--- config.mk ---
export PLATFORM = sky130hd
export DESIGN_NAME = mux_sel_arbiter
export DESIGN_NICKNAME = d
export VERILOG_FILES = /design/src/rtl/mux_sel_arbiter.sv
export SDC_FILE = /design/constraint.sdc
export NUM_CORES = 1
export LEC_CHECK = 0
export CORE_MARGIN = 8
export CORE_UTILIZATION = 54
export CTS_BUF_LIST = sky130_fd_sc_hd__clkbuf_8 sky130_fd_sc_hd__clkbuf_16
export DETAILED_ROUTE_END_ITERATION = 8
export GPL_TIMING_DRIVEN = 0
export PLACE_DENSITY = 0.74
export SETUP_SLACK_MARGIN = 0.15
export SLEW_MARGIN = 20
export SYNTH_ARGS = -nofsm -noshare
export SYNTH_HDL_FRONTEND = slang
export SYNTH_SLANG_ARGS = --single-unit
--- constraint.sdc ---
create_clock -name clk -period 2.2 [get_ports clk]
set_clock_uncertainty 0.2 [all_clocks]
set_input_delay 0.66 -clock clk [delete_from_list [all_inputs] [get_ports clk]]
set_output_delay 0.66 -clock clk [all_outputs]
set_load 0.01 [all_outputs]
--- src/rtl/mux_sel_arbiter.sv ---
// Two-source round-robin stream arbiter driving the select of a 2:1 datapath mux.
// A grant is held for up to BURST_LEN accepted beats so bursts are never interleaved.
module mux_sel_arbiter #(
    parameter int unsigned BURST_LEN = 4,
    parameter int unsigned CNT_W     = 8
) (
    input  logic clk,
    input  logic rst,
    input  logic a_valid,
    output logic a_ready,
    input  logic b_valid,
    output logic b_ready,
    output logic sel,
    output logic m_valid,
    input  logic m_ready,
    output logic busy
);

    localparam logic [1:0] IDLE    = 2'd0;
    localparam logic [1:0] SERVE_A = 2'd1;
    localparam logic [1:0] SERVE_B = 2'd2;

    localparam logic [CNT_W-1:0] LAST_BEAT = CNT_W'(BURST_LEN - 1);

    logic [1:0]       state_q, state_d;
    logic [CNT_W-1:0] cnt_q, cnt_d;
    logic             sel_q, sel_d;
    logic             busy_q;
    logic             last_b_q, last_b_d;  // 1: B was served most recently

    always_comb begin
        state_d  = state_q;
        cnt_d    = cnt_q;
        sel_d    = sel_q;
        last_b_d = last_b_q;
        m_valid  = 1'b0;
        a_ready  = 1'b0;
        b_ready  = 1'b0;

        case (state_q)
            IDLE: begin
                // On a tie the source opposite the last-served marker wins.
                if (a_valid && (!b_valid || last_b_q)) begin
                    state_d = SERVE_A;
                    sel_d   = 1'b0;
                end else if (b_valid) begin
                    state_d = SERVE_B;
                    sel_d   = 1'b1;
                end
            end

            SERVE_A: begin
                m_valid = a_valid;
                a_ready = m_ready;
                if (!a_valid) begin
                    state_d  = IDLE;
                    cnt_d    = '0;
                    last_b_d = 1'b0;
                end else if (m_ready) begin
                    if (cnt_q == LAST_BEAT) begin
                        cnt_d    = '0;
                        last_b_d = 1'b0;
                        if (b_valid) begin
                            state_d = SERVE_B;
                            sel_d   = 1'b1;
                        end
                    end else begin
                        cnt_d = cnt_q + CNT_W'(1);
                    end
                end
            end

            SERVE_B: begin
                m_valid = b_valid;
                b_ready = m_ready;
                if (!b_valid) begin
                    state_d  = IDLE;
                    cnt_d    = '0;
                    last_b_d = 1'b1;
                end else if (m_ready) begin
                    if (cnt_q == LAST_BEAT) begin
                        cnt_d    = '0;
                        last_b_d = 1'b1;
                        if (a_valid) begin
                            state_d = SERVE_A;
                            sel_d   = 1'b0;
                        end
                    end else begin
                        cnt_d = cnt_q + CNT_W'(1);
                    end
                end
            end

            default: begin
                state_d = IDLE;
                cnt_d   = '0;
            end
        endcase
    end

    always_ff @(posedge clk or posedge rst) begin
        if (rst) begin
            state_q  <= IDLE;
            cnt_q    <= '0;
            sel_q    <= 1'b0;
            busy_q   <= 1'b0;
            last_b_q <= 1'b1;
        end else begin
            state_q  <= state_d;
            cnt_q    <= cnt_d;
            sel_q    <= sel_d;
            busy_q   <= (state_d != IDLE);
            last_b_q <= last_b_d;
        end
    end

    assign sel  = sel_q;
    assign busy = busy_q;

endmodule

==> metrics.txt <==
status=finished clean; die height=56.3 µm; # diodes=0; Cells after Synth=98; DP Area=980 µm²; RSZ-0062 raised after global routing=yes; final hold viol count=0; Worst Setup End Kind=output port; hold path start=last_b_q; ranking of synthesized cells by area=dfrtp_1 34%, ha_1 7.1%, nor2_1 5.6%; via count=just under 800; startpoint types=flip-flop; number of routed nets with antenna violations=0; Worst EP arrival=1.33 ns; synth warn=0; Sw Pwr=between 500 and 600 µW; clk_lat worst skew=0.24 ns; H-Tree Depth=1; Worst Tran Pin Value=0.514 ns; peak supply drop=approximately 0.00083 V; largest net degree at the start of global routing=14; Post-Syn Area=876 µm²; Slew Viols, Final=0; CTS tree=done; Num CTS Buffers=3; Reg power frac=26.3%; Clock transition at path regs=0.06 ns; max-cap check violation count=0; Worst Path Required=1.34 ns; Initial Util=between 50% and 60%; initial antenna violation count=0; P&R area growth vs syn=35.7%; cts hold-fix bufs=0; R2R depth=8; starting DRC count in detailed routing=19; Hold EP=last_b_q; Hold Path Class=reg2reg; Netlist cell types=34; Overflow after GRT=0; top-area cell type share of the netlist area=between 30% and 40%; post-synthesis sequential area ratio=around 37%; Avg Synthesized Cell Area=8.94 µm²; Post-Route WL=2080 µm; Internal Power=838 µW; max_slew headroom=65.7%; Logic pwr share=57.9%; clk buf depth=2; hold path depth=2; leading area contributor after synthesis=dfrtp_1; area occupied by multi-input gates=573 µm²; Power Density=about 1100 nW/µm²; Net Sw Frac=37.6%; post-route cell area=1190 µm²; CTS sink cnt=13; NumNets Final=134; Fmax=458 MHz; WS Path Type=reg2out; Lkg Pwr=0.561 nW; root buffer cell=clkbuf_8; I/O Pins=10; die area=roughly 3200 µm²; die width=56.3 µm; overall global routing resource usage=around an eighth; vias in the first global route=773; drt pass-1 iters=4; R2R setup slack=0.23 ns; most common cell after layout, fill and taps aside=buf_4; worst r2r src=state_q[0]; Inst Count DP=122; Sequential Area=329 µm²; # fillers=between 100 and 150; clock network power share=15.8%; post-synth net total=108; RR Endpoint=sel; Vias/cell=5.61; DR WL/cell=14.9 µm; gpl congestion=0.836; global-route wire length before repair=3370 µm; Tmin final=about 2.2 ns; commonest cells after routing, fill and taps aside=14 x buf_4, 13 x nor2_1, 10 x dfrtp_1; IO buf count=8; FP Rows=14; # DRC=0; Worst Path Max Fanout=3; Core Box Area=1510 µm²; #FFs+latches synth=13; CP startpoint=state_q[0]; final cell count without fillers=~140; final setup fails=0; Final HPWL DP=1320 µm; final worst-path cycle share=99.3%; share of post-route cells with drive strength above 1=31.7%
worst max-delay path by stage:
stage	endpoint	depth (start not counted)
after global routing	m_valid	5
final	m_valid	5
after CTS	m_valid	4
after global placement	m_valid	4
after floorplan	m_valid	3
after detailed placement	m_valid	4
per-layer routing:
layer / up-vias / track usage, % / routed length [µm]
met1: 379 / 14.3 / 927
li1: 391 / - / -
met3: 4 / 2.92 / 40
met2: 6 / 23.1 / 1080
met5: - / 0 / 0
met4: 0 / 5.15 / 29
critical path, stage by stage (launching register included):
cell and delay (ns):
dfrtp_2 0.43, inv_4 0.09, ha_4 0.15, nand2_2 0.09, a21boi_4 0.21, buf_6 0.13
repair_timing:
action / 4_1_cts / 5_1_grt
pin swaps: 3 / 3
gates cloned: 0 / 0
endpoints found under the setup margin: 13 / 6
buffers inserted: 10 / 4
gates resized for setup: 33 / 3
synth_stat cells, drive strengths merged:
cell type / n
a311oi: 1
a32o: 1
o311ai: 1
nor3: 2
nor2: 13
nand4: 3
dfrtp: 12
clkbuf: 1
a211oi: 3
and2: 3
nand3: 3
nor2b: 2
nor4: 1
xor2: 3
dfstp: 1
xnor2: 4
nand2: 8
o221ai: 1
and3: 3
and4bb: 1
a21oi: 7
buf: 2
ha: 5
a21boi: 1
inv: 7
a221oi: 1
nand2b: 3
a21o: 1
o21ai: 1
a32oi: 1
nand3b: 1
mux2: 1
stage by stage:
stage	setup TNS, ns	total power [mW]	utilization, %	setup slack, ns	hold slack, ns
after floorplan	0	0.710	-	0.168	0.253
after global placement	-3.23	0.857	65.0	-0.753	0.278
after detailed placement	-3.44	0.869	65.0	-0.782	0.278
after CTS	-0.0152	1.27	76.7	-0.0152	0.287
after global routing	-0.0159	1.43	78.9	-0.0159	0.329
final	0	1.34	78.9	0.0144	0.289
logic make-up (layout without fill, tap and decap cells):
logic type	count (synthesis)	count (layout)	synth area share [%]
adder cells (fa/ha/maj)	5	5	7.14
AO/OA/AOI/OAI	19	19	15.4
flip-flops	13	13	37.3
buffers and inverters	10	35	4.57
XOR/XNOR	7	7	7.00
multiplexers	1	1	1.71
AND/OR/NAND/NOR	43	43	26.9
registers in the layout (all words and copies together), names as in the netlist:
| register | count |
|---|---|
| busy | 1 |
| cnt_q | 8 |
| last_b_q | 1 |
| sel | 1 |
| state_q | 2 |
final cells by class:
class | count | share of cell area [%]
sequential | 13 | 27.7
timing repair buffer | 22 | 15.2
tap | 16 | 1.68
inverter | 7 | 2.63
buffer | 2 | 0.842
multi-input combinational | 75 | 48.2
clock inverter | 1 | 0.316
clock buffer | 3 | 3.47
power by group through the flow:
| stage | Clock [mW] | Combinational [mW] | Sequential (mW) |
|---|---|---|---|
| 2_1_floorplan | 0 | 0.360 | 0.349 |
| 3_5_place_dp | 0 | 0.520 | 0.350 |
| 5_1_grt | 0.221 | 0.848 | 0.361 |
| 3_3_place_gp | 0 | 0.510 | 0.347 |
| 4_1_cts | 0.210 | 0.706 | 0.351 |
| 6_report | 0.212 | 0.777 | 0.354 |
Power figures use the tool's default switching activity.
